**config.mk**
```make
export PLATFORM = sky130hd
export DESIGN_NAME = gemm_output_drain
export DESIGN_NICKNAME = d
export VERILOG_FILES = /design/src/rtl/gemm_output_drain.sv
export SDC_FILE = /design/constraint.sdc
export NUM_CORES = 1
export LEC_CHECK = 0
export ABC_AREA = 0
export CORE_MARGIN = 1
export CORE_UTILIZATION = 55
export DETAILED_ROUTE_END_ITERATION = 12
export GPL_ROUTABILITY_DRIVEN = 0
export PLACE_DENSITY = 0.86
export SYNTH_ARGS = -nofsm -noshare
export SYNTH_HDL_FRONTEND = slang
export SYNTH_SLANG_ARGS = --single-unit
```
**constraint.sdc**
```tcl
create_clock -name clk_i -period 7 [get_ports clk_i]
set_input_delay 0.7 -clock clk_i [delete_from_list [all_inputs] [get_ports clk_i]]
set_output_delay 0.7 -clock clk_i [all_outputs]
set_load 0.02 [all_outputs]
```
**src/rtl/gemm_output_drain.sv**
```systemverilog
// GEMM output drain: snapshots the PE row accumulators, clears them,
// then streams shifted and saturated results to the result memory.
module gemm_output_drain #(
  parameter int NumPe      = 4,
  parameter int AccWidth   = 32,
  parameter int OutWidth   = 16,
  parameter int AddrWidth  = 16,
  parameter int ShiftWidth = $clog2(AccWidth)
) (
  input  logic                               clk_i,
  input  logic                               rst_i,
  input  logic [NumPe-1:0][AccWidth-1:0]     acc_i,
  input  logic                               capture_i,
  input  logic [AddrWidth-1:0]               base_addr_i,
  input  logic [ShiftWidth-1:0]              shift_i,
  output logic                               capture_ready_o,
  output logic                               acc_clr_o,
  output logic [OutWidth-1:0]                out_data_o,
  output logic [AddrWidth-1:0]               out_addr_o,
  output logic                               out_valid_o,
  input  logic                               out_ready_i,
  output logic                               done_o
);

  localparam int IdxWidth = (NumPe > 1) ? $clog2(NumPe) : 1;
  localparam logic [IdxWidth-1:0] LastIdx = IdxWidth'(NumPe - 1);

  typedef enum logic {
    S_IDLE,
    S_DRAIN
  } state_t;

  state_t                           r_state;
  state_t                           w_state_nxt;
  logic [NumPe-1:0][AccWidth-1:0]   r_buf;
  logic [IdxWidth-1:0]              r_idx;
  logic [AddrWidth-1:0]             r_base;
  logic [ShiftWidth-1:0]            r_shift;
  logic                             r_clr;
  logic                             r_done;

  logic                             w_accept;
  logic                             w_xfer;
  logic                             w_last_xfer;
  logic                             w_valid;
  logic signed [AccWidth-1:0]       w_sel;
  logic signed [AccWidth-1:0]       w_shr;
  logic [AccWidth-OutWidth:0]       w_hi;
  logic                             w_ovf;
  logic [OutWidth-1:0]              w_sat;

  always_comb begin
    w_state_nxt = r_state;
    w_accept    = 1'b0;
    w_xfer      = 1'b0;
    w_last_xfer = 1'b0;
    w_valid     = 1'b0;
    unique case (r_state)
      S_IDLE: begin
        w_accept = capture_i;
        if (capture_i) begin
          w_state_nxt = S_DRAIN;
        end
      end
      S_DRAIN: begin
        w_valid     = 1'b1;
        w_xfer      = out_ready_i;
        w_last_xfer = out_ready_i && (r_idx == LastIdx);
        if (w_last_xfer) begin
          w_state_nxt = S_IDLE;
        end
      end
      default: w_state_nxt = S_IDLE;
    endcase
  end

  // Arithmetic shift rounds toward -inf; any upper bit differing
  // from the output sign bit means the value does not fit.
  always_comb begin
    w_sel = $signed(r_buf[r_idx]);
    w_shr = w_sel >>> r_shift;
    w_hi  = w_shr[AccWidth-1:OutWidth-1];
    w_ovf = !(&w_hi) && (|w_hi);
    if (w_ovf) begin
      w_sat = w_shr[AccWidth-1] ? {1'b1, {(OutWidth-1){1'b0}}}
                                : {1'b0, {(OutWidth-1){1'b1}}};
    end else begin
      w_sat = w_shr[OutWidth-1:0];
    end
  end

  always_ff @(posedge clk_i) begin
    if (rst_i) begin
      r_state <= S_IDLE;
      r_buf   <= '0;
      r_idx   <= '0;
      r_base  <= '0;
      r_shift <= '0;
      r_clr   <= 1'b0;
      r_done  <= 1'b0;
    end else begin
      r_state <= w_state_nxt;
      r_clr   <= w_accept;
      r_done  <= w_last_xfer;
      if (w_accept) begin
        r_buf   <= acc_i;
        r_base  <= base_addr_i;
        r_shift <= shift_i;
        r_idx   <= '0;
      end else if (w_xfer) begin
        r_idx <= w_last_xfer ? '0 : r_idx + IdxWidth'(1);
      end
    end
  end

  assign capture_ready_o = (r_state == S_IDLE);
  assign acc_clr_o       = r_clr;
  assign done_o          = r_done;
  assign out_valid_o     = w_valid;
  assign out_data_o      = w_valid ? w_sat : '0;
  assign out_addr_o      = w_valid ? (r_base + AddrWidth'(r_idx)) : '0;

endmodule

```
# Word-level counts from Yosys, hierarchy flattened
# Index checks and enable logic that the tools add are counted.
# totals
reg_bits	154
latch_bits	0
ram_bits	0
rom_bits	0
in_bits	153
output_inout_bits	36
elab_cells	36
memories	0
# op_classes
n_addsub	2
n_mul	0
div	0
magnitude_cmp	1
n_eq_ne	1
shifts	1
muxes	14
bitwise_logic	1
n_reduce_logical	6
# ops
op	n
binary-select mux 32 bit (select 2 bit)	1
two-way mux 16 bit	4
two-way mux 32 bit	1
>>> shifter 32 x 5 -> 32 bit	1
AND reduction 17 bit	1
OR reduction 17 bit	1
adder 16 x 2 -> 16 bit	1
two-way mux 1 bit	6
< comparator 2 x 3 -> 1 bit (second input constant)	1
adder 2 x 1 -> 2 bit (second input constant)	1
equality test 2 bit (second input constant)	1
logical AND 1 bit	2
two-way mux 2 bit	1
case mux 1 bit (2 select lines)	1
OR reduction 2 bit	1
zero test 1 bit	1
inverter 1 bit	1

# Depth between registers and ports, before layout
# Gate-level depths: netlist of the first run.
# depth
depth_word	8
mapped_depth	12
mapped_depth_nobuf	8

# Least setup slack after synthesis of the first run
# No wires, ideal clock.
# synth_path
kind	register -> output
from	register r_idx[1]
to	output out_data_o[0]
t_arrival_ns	3.034
t_required_ns	6.300
setup_slack_ns	3.266
stages_incl_launch_ff	9
path_buffers	3
path_cell_list	dfxtp_1 > buf_2 > buf_2 > buf_2 > mux4_2 > mux2_2 > mux4_2 > mux4_2 > o21a_1
# synth_via
elab_chain_cells	8
elab_cells_between_ends	10
classes_between	shift (1); mux (5); reduce/logical (4)
# synth_lines
item	line_no	source
start, declared	36	logic [IdxWidth-1:0] r_idx;
start signal, assigned	111	r_idx <= w_last_xfer ? '0 : r_idx + IdxWidth'(1);
binary-select mux 32 bit (select 2 bit) *	80	w_sel = $signed(r_buf[r_idx]);
two-way mux 32 bit (implied by the code) *	80	
>>> shifter 32 x 5 -> 32 bit *	81	w_shr = w_sel >>> r_shift;
AND reduction 17 bit	83	w_ovf = !(&w_hi) && (|w_hi);
zero test 1 bit	83	
logical AND 1 bit	83	
two-way mux 16 bit *	84	if (w_ovf) begin
two-way mux 16 bit *	120	assign out_data_o = w_valid ? w_sat : '0;
end, declared	18	output logic [OutWidth-1:0] out_data_o,
# Every way passes the cells marked *; elsewhere a longest branch is shown, timed or not. The select of a mux whose other input is x is not followed.

# Worst setup path in the final report of the first run
# layout_path
from	register r_idx[0]
to	output out_data_o[5]
# Same word-level chain as after synthesis.

==> impl_metrics.py, run 1 <==
metrics = {
    "floorplan": {
        "rows": 44,
        "ios": 189,
        "die_x_um": 124.6,
        "start_util_pct": 56.71,
        "coreArea_um2": 14590,
        "die_h_um": 124.6,
        "dieArea_um2": 15540,
    },
    "sta": {
        "fmax_mhz": 184.8,
        "skew_ps": 5.010,
        "tns_ps": 0,
        "hold_violations": 0,
        "rsz0062_at_grt": "no",
        "slew_headroom_pct": 23.35,
        "setup_viol": 0,
        "slew_violations": 0,
        "layout_min_cycle_time_ps": 5412,
        "tightest_slew_ps": 1150,
        "period_share_pct": 77.31,
    },
    "global_routing": {
        "grt_start_max_net_pins": 117,
        "grt_usage_pct": 29.97,
        "grt-ovfl-total": 0,
        "globalRouteMet3Util_pct": 7.732,
        "grt_pass1_vias": 6926,
        "met2_usage_pct": 46.15,
        "grt-busiest-layer": "met2",
        "use_met1_pct": 39.27,
        "grt_pass1_wl_um": 36840,
        "antenna_found_initial": 0,
    },
    "drt": {
        "post_drt_wl_per_cell_um": 20.51,
        "drt_iter0_drc": 790,
        "first_pass_iters": 6,
        "wirelength_um": 23110,
        "dr_total_vias": 7225,
        "routed_via_density": 6.411,
        "drc": 0,
        "drtAntennaViolNets": 0,
    },
    "clock_network": {
        "cts_resized": 0,
        "cts.sinks": 154,
        "ctsRootBufferMaster": "clkbuf_16",
        "clockBufferDepth": 2,
        "clkTransAtPathRegs_ps": 60,
        "cts_setup_buffers": 0,
        "ctsHtreeMaxLevel": 4,
        "hold_buffers": 0,
        "cts_made_buffers": 17,
        "cts_tree": "yes",
        "worstSkewPairLatency_ps": 440,
    },
    "pwr": {
        "finalPower_w": 0.002383,
        "p_int_w": 0.001688,
        "leakage_nw": 4.063,
        "power_frac_clock_pct": 39.1,
        "p_sw_w": 0.0006950,
        "power_frac_comb_pct": 19.6,
        "power_density_nw_per_um2": 221.6,
        "vdd_drop_max_v": 0.0001851,
        "p_sw_share_pct": 29.16,
        "power_frac_seq_pct": 41.3,
    },
    "placed_design": {
        "dpl.hpwl_um": 16080,
        "port_buffers": 188,
    },
    "layout": {
        "drive_above_1_share_pct": 14.42,
        "nets": 1087,
        "antenna_cells": 0,
        "mostFrequentLayoutCells": "188 x clkdlybuf4s50_1, 152 x dfxtp_1, 150 x a22o_1",
        "area_delta_synth_final_pct": 30.02,
        "final_common_cell": "clkdlybuf4s50_1",
    },
    "yosys": {
        "netlist-cell-type-count": 67,
        "syn_avg_cell_area_um2": 10.51,
        "ys_seq_elements": 154,
        "ys.flop_type": "dfxtp_1",
        "ys_seq_area_share_pct": 37.27,
        "yosys_warnings": 0,
        "synth_edf_count": 0,
        "synth_fp_nets": 944,
        "synth_area_um2": 8273,
        "synth_cells": 787,
        "synthArstFlopShare_pct": 0,
    },
    "setup_path": {
        "crit_type": "flip-flop to primary output",
        "critPathRequiredTime_ps": 6300,
        "crit_fanout": 70,
        "cp-end-kind": "primary output",
        "worst_setup_path_start_kind": "flip-flop",
        "worstPathArrival_ps": 4710,
    },
    "hold_path": {
        "hold_class": "flip-flop to flip-flop",
    },
    "flow_run": {
        "maxCapViolCount": 0,
    },
    "outcome": {
        "status": "finished, final reports clean",
    },
}
-- Yosys cell counts, types with 3 or more instances --
master | instances | area [µm²]
dfxtp_1 | 154 | 3083
o21a_1 | 12 | 90.09
nor2_1 | 51 | 191.4
o22ai_1 | 11 | 68.82
nand2_1 | 39 | 146.4
inv_1 | 8 | 30.03
mux4_2 | 46 | 1036
a22oi_1 | 4 | 30.03
nand3_1 | 12 | 60.06
buf_6 | 3 | 33.78
nor3_1 | 14 | 70.07
o21ai_0 | 25 | 125.1
nand4_1 | 4 | 25.02
clkbuf_1 | 46 | 172.7
a21oi_1 | 17 | 85.08
o32ai_1 | 3 | 26.28
a22o_1 | 150 | 1314
ha_1 | 3 | 37.54
xnor2_1 | 4 | 35.03
buf_4 | 3 | 22.52
o211ai_1 | 5 | 37.54
mux2_1 | 11 | 123.9
o31a_1 | 3 | 26.28
nand2b_1 | 4 | 25.02
buf_2 | 11 | 55.05
mux2_2 | 34 | 382.9
or3_1 | 5 | 31.28
and2_1 | 4 | 25.02
a211oi_1 | 7 | 52.55
mux2i_1 | 34 | 340.3
xor2_1 | 6 | 52.55
buf_1 | 9 | 33.78
-- critical path: stages (launching register included) --
cell             delay, ps
dfxtp_4                960
mux2_2                 440
mux4_2                 520
a211oi_1               520
nand3_1                170
a22oi_1                290
a311oi_2               360
o31a_1                 410
clkdlybuf4s50_1        540
-- metal layers --
layer / wire length [µm] / part of all wire (%)
met1: 9738 / 42
met2: 10670 / 46
met3: 1723 / 7.5
met4: 977 / 4.2
met5: 0 / 0
-- logic make-up after synthesis --
kind of cell | count (synthesis) | synth area share, %
flops | 154 | 37.27
compound gates | 263 | 25.27
mux | 128 | 23.29
buf+inv | 83 | 4.341
simple gates | 145 | 8.076
xor+xnor | 10 | 1.059
fa+ha+maj | 4 | 0.6958
-- metrics by stage --
step                hold slack (ps)  worst slack, ps  util [%]  instances  area, µm²
floorplan                     441.8             3266         -        787       8273
global placement              456.5             2203     69.65       1095      10160
detailed placement            462.3             2119     69.65       1095      10160
CTS                           479.9             1635     73.73       1127      10760
global route                  488.3             1415     73.73       1127      10760
finish                        479.0             1588     73.73       1127      10760
-- flip-flops by register name, summed over array words and instances (netlist names) --
register and count:
done_o 1, r_idx 2, r_shift 5, r_state 1, acc_clr_o 1, r_base 16
r_buf 128
-- final timing paths --
path / from / end / slack (ps) / cells after the start
setup / recovery: r_idx[0] / out_data_o[5] / 1590 / 8
hold / removal: r_buf[45] / r_buf[45] / 480 / 1
setup reg to reg: r_state / r_buf[127] / 4450 / 4
hold reg to reg: r_buf[45] / r_buf[45] / 480 / 1
-- power groups by stage --
stage | Clock, W | Sequential [W] | Combinational (W)
after global placement | 0 | 0.000998 | 0.000452
after detailed placement | 0 | 0.00100 | 0.000458
after CTS | 0.000941 | 0.000981 | 0.000462
final | 0.000932 | 0.000983 | 0.000468
after floorplan | 0 | 0.000974 | 0.000294
after global routing | 0.000976 | 0.000990 | 0.000499
-- cell type report --
class                      instances  area, µm²
multi-input combinational        550       4847
tap                              184      230.2
inverter                          11      41.29
fill                             975       3832
timing repair buffer             196       1954
sequential                       154       3088
clock buffer                      17      425.4
clock inverter                    15      170.2
No activity file was read; power rests on OpenSTA's default activity.
==> inputs of run 2 (changes only) <==
- CORE_UTILIZATION: 55 -> 46
- PLACE_DENSITY: 0.86 -> 0.77
- clock period: 7 -> 4.4 ns (I/O delays scaled with it)
==> run 2 against run 1 <==
- cell count is 5.9% higher
- routed wire length is 4.5% higher
- via count is 1.3% higher
- highest routed layer unchanged
- power is 63% higher
- first-iteration DRC count is 8.6% higher
- combinational power is 71% higher
==> impl_metrics.py, run 2 (synthesis results as in run 1) <==
metrics = {
    "pwr": {
        "p_int_w": 0.002836,
        "p_sw_share_pct": 27.19,
        "vdd_drop_max_v": 0.0002752,
        "power_frac_clock_pct": 39.5,
        "power_density_nw_per_um2": 348.8,
        "p_sw_w": 0.001059,
        "power_frac_seq_pct": 39.9,
        "leakage_nw": 4.370,
        "power_frac_comb_pct": 20.6,
        "finalPower_w": 0.003895,
    },
    "clock_network": {
        "clockBufferDepth": 2,
        "ctsRootBufferMaster": "clkbuf_16",
        "cts.sinks": 154,
        "cts_tree": "yes",
        "worstSkewPairLatency_ps": 420,
        "ctsHtreeMaxLevel": 4,
        "cts_made_buffers": 17,
        "clkTransAtPathRegs_ps": 60,
        "hold_buffers": 0,
    },
    "layout": {
        "nets": 1112,
        "largest_register_ffs": 128,
        "antenna_cells": 0,
        "final_util_pct": 64.12,
        "final_common_cell": "clkdlybuf4s50_1",
        "final_cell_area_um2": 11170,
        "mostFrequentLayoutCells": "173 x clkdlybuf4s50_1, 150 x a22o_1, 150 x dfxtp_1",
        "max_flop_register": "r_buf",
        "drive_above_1_share_pct": 17.25,
        "reg_top3": "r_buf (128), r_base (16), r_shift (5)",
        "area_delta_synth_final_pct": 34.98,
    },
    "sta": {
        "period_share_pct": 96.68,
        "slew_violations": 0,
        "rsz0062_at_grt": "no",
        "layout_min_cycle_time_ps": 4254,
        "hold_violations": 0,
        "slew_headroom_pct": 40.19,
        "setup_viol": 0,
        "tightest_slew_ps": 897.1,
        "fmax_mhz": 235.1,
        "skew_ps": 5.585,
        "tns_ps": 0,
    },
    "setup_path": {
        "crit_type": "flip-flop to primary output",
        "rrSetupSlack_ps": 2170,
        "worst_setup_path_start_kind": "flip-flop",
        "cp-end-kind": "primary output",
        "worstPathArrival_ps": 3810,
        "critPathRequiredTime_ps": 3960,
        "crit_fanout": 19,
    },
    "global_routing": {
        "grt_start_max_net_pins": 89,
        "antenna_found_initial": 0,
        "grt_usage_pct": 26.83,
        "grt_pass1_wl_um": 38550,
        "grt_pass1_vias": 7136,
        "grt-ovfl-total": 0,
    },
    "outcome": {
        "status": "finished, final reports clean",
    },
    "placed_design": {
        "dpl_cell_area_um2": 10370,
        "dpl.hpwl_um": 17090,
        "port_buffers": 188,
    },
    "floorplan": {
        "start_util_pct": 47.50,
        "coreArea_um2": 17420,
        "dieArea_um2": 18520,
        "ios": 189,
        "die_x_um": 136.1,
        "die_h_um": 136.1,
        "rows": 48,
    },
    "drt": {
        "dr_total_vias": 7319,
        "wirelength_um": 24150,
        "first_pass_iters": 5,
        "routed_via_density": 6.135,
        "post_drt_wl_per_cell_um": 20.25,
        "drtAntennaViolNets": 0,
        "drc": 0,
        "drt_iter0_drc": 858,
    },
    "flow_run": {
        "maxCapViolCount": 0,
    },
    "hold_path": {
        "hold_class": "flip-flop to flip-flop",
    },
}
[run 2: cell types whose count changed in the layout (fill, tap and decap cells not counted), sizes merged]
cell / delta
inv: -7
buf: +24
clkdlybuf4s50: -15
bufinv: +2
dlygate4sd2: +7
clkbuf: +3
clkinvlp: +2
dlymetal6s2s: +8
bufbuf: +1
[run 2: through the flow]
stage	instances	hold slack, ps	setup WS, ps
2_1_floorplan	787	441.8	925.5
3_3_place_gp	1154	455.8	211.6
3_5_place_dp	1154	460.7	105.0
4_1_cts	1193	478.4	2.064
5_1_grt	1193	489.6	29.18
6_report	1193	475.3	145.9
[run 2: final timing paths]
| check | startpoint | end | cells after the start |
|---|---|---|---|
| setup / recovery | r_shift[1] | out_data_o[10] | 11 |
| hold / removal | r_buf[43] | r_buf[43] | 1 |
| setup reg to reg | r_state | r_buf[85] | 4 |
| hold reg to reg | r_buf[43] | r_buf[43] | 1 |
[run 2: worst max-delay path, stage by stage (launching register included)]
cell and delay, ps:
dfxtp_1 380, buf_12 190, mux4_2 540, mux2_2 330, a22oi_1 190, o211ai_1 220, or2_1 290, nor4b_4 310
a311oi_4 230, buf_12 200, o21a_1 180, dlygate4sd2_1 310
[run 2: power groups by stage]
stage	clock network [W]	registers, W	logic, W
6_report	0.00154	0.00156	0.000802
4_1_cts	0.00156	0.00155	0.000791
3_5_place_dp	0	0.00158	0.000758
3_3_place_gp	0	0.00158	0.000751
5_1_grt	0.00162	0.00156	0.000857
2_1_floorplan	0	0.00155	0.000468
[run 2: area by class of cell]
type                       instances  area [µm²]
multi-input combinational        550        4907
clock inverter                    12       163.9
tap                              225       281.5
sequential                       154        3093
inverter                          11       41.29
timing repair buffer             221        2223
fill                            1395        6250
clock buffer                      20       456.7
[run 2: routing by layer]
layer  up-vias  global-route usage [%]  wire (µm)
met4         0                   10.12        618
met5         -                       0          0
met1      3480                   35.66      10390
li1       3426                       -          -
met3        49                   5.667       1746
met2       364                   42.67      11400
[run 2: what timing repair did]
action	in CTS	in global routing
pin swaps	1	1
setup buffers	6	0
cloned	1	0
setup endpoints to repair	15	15
resized for setup	15	15
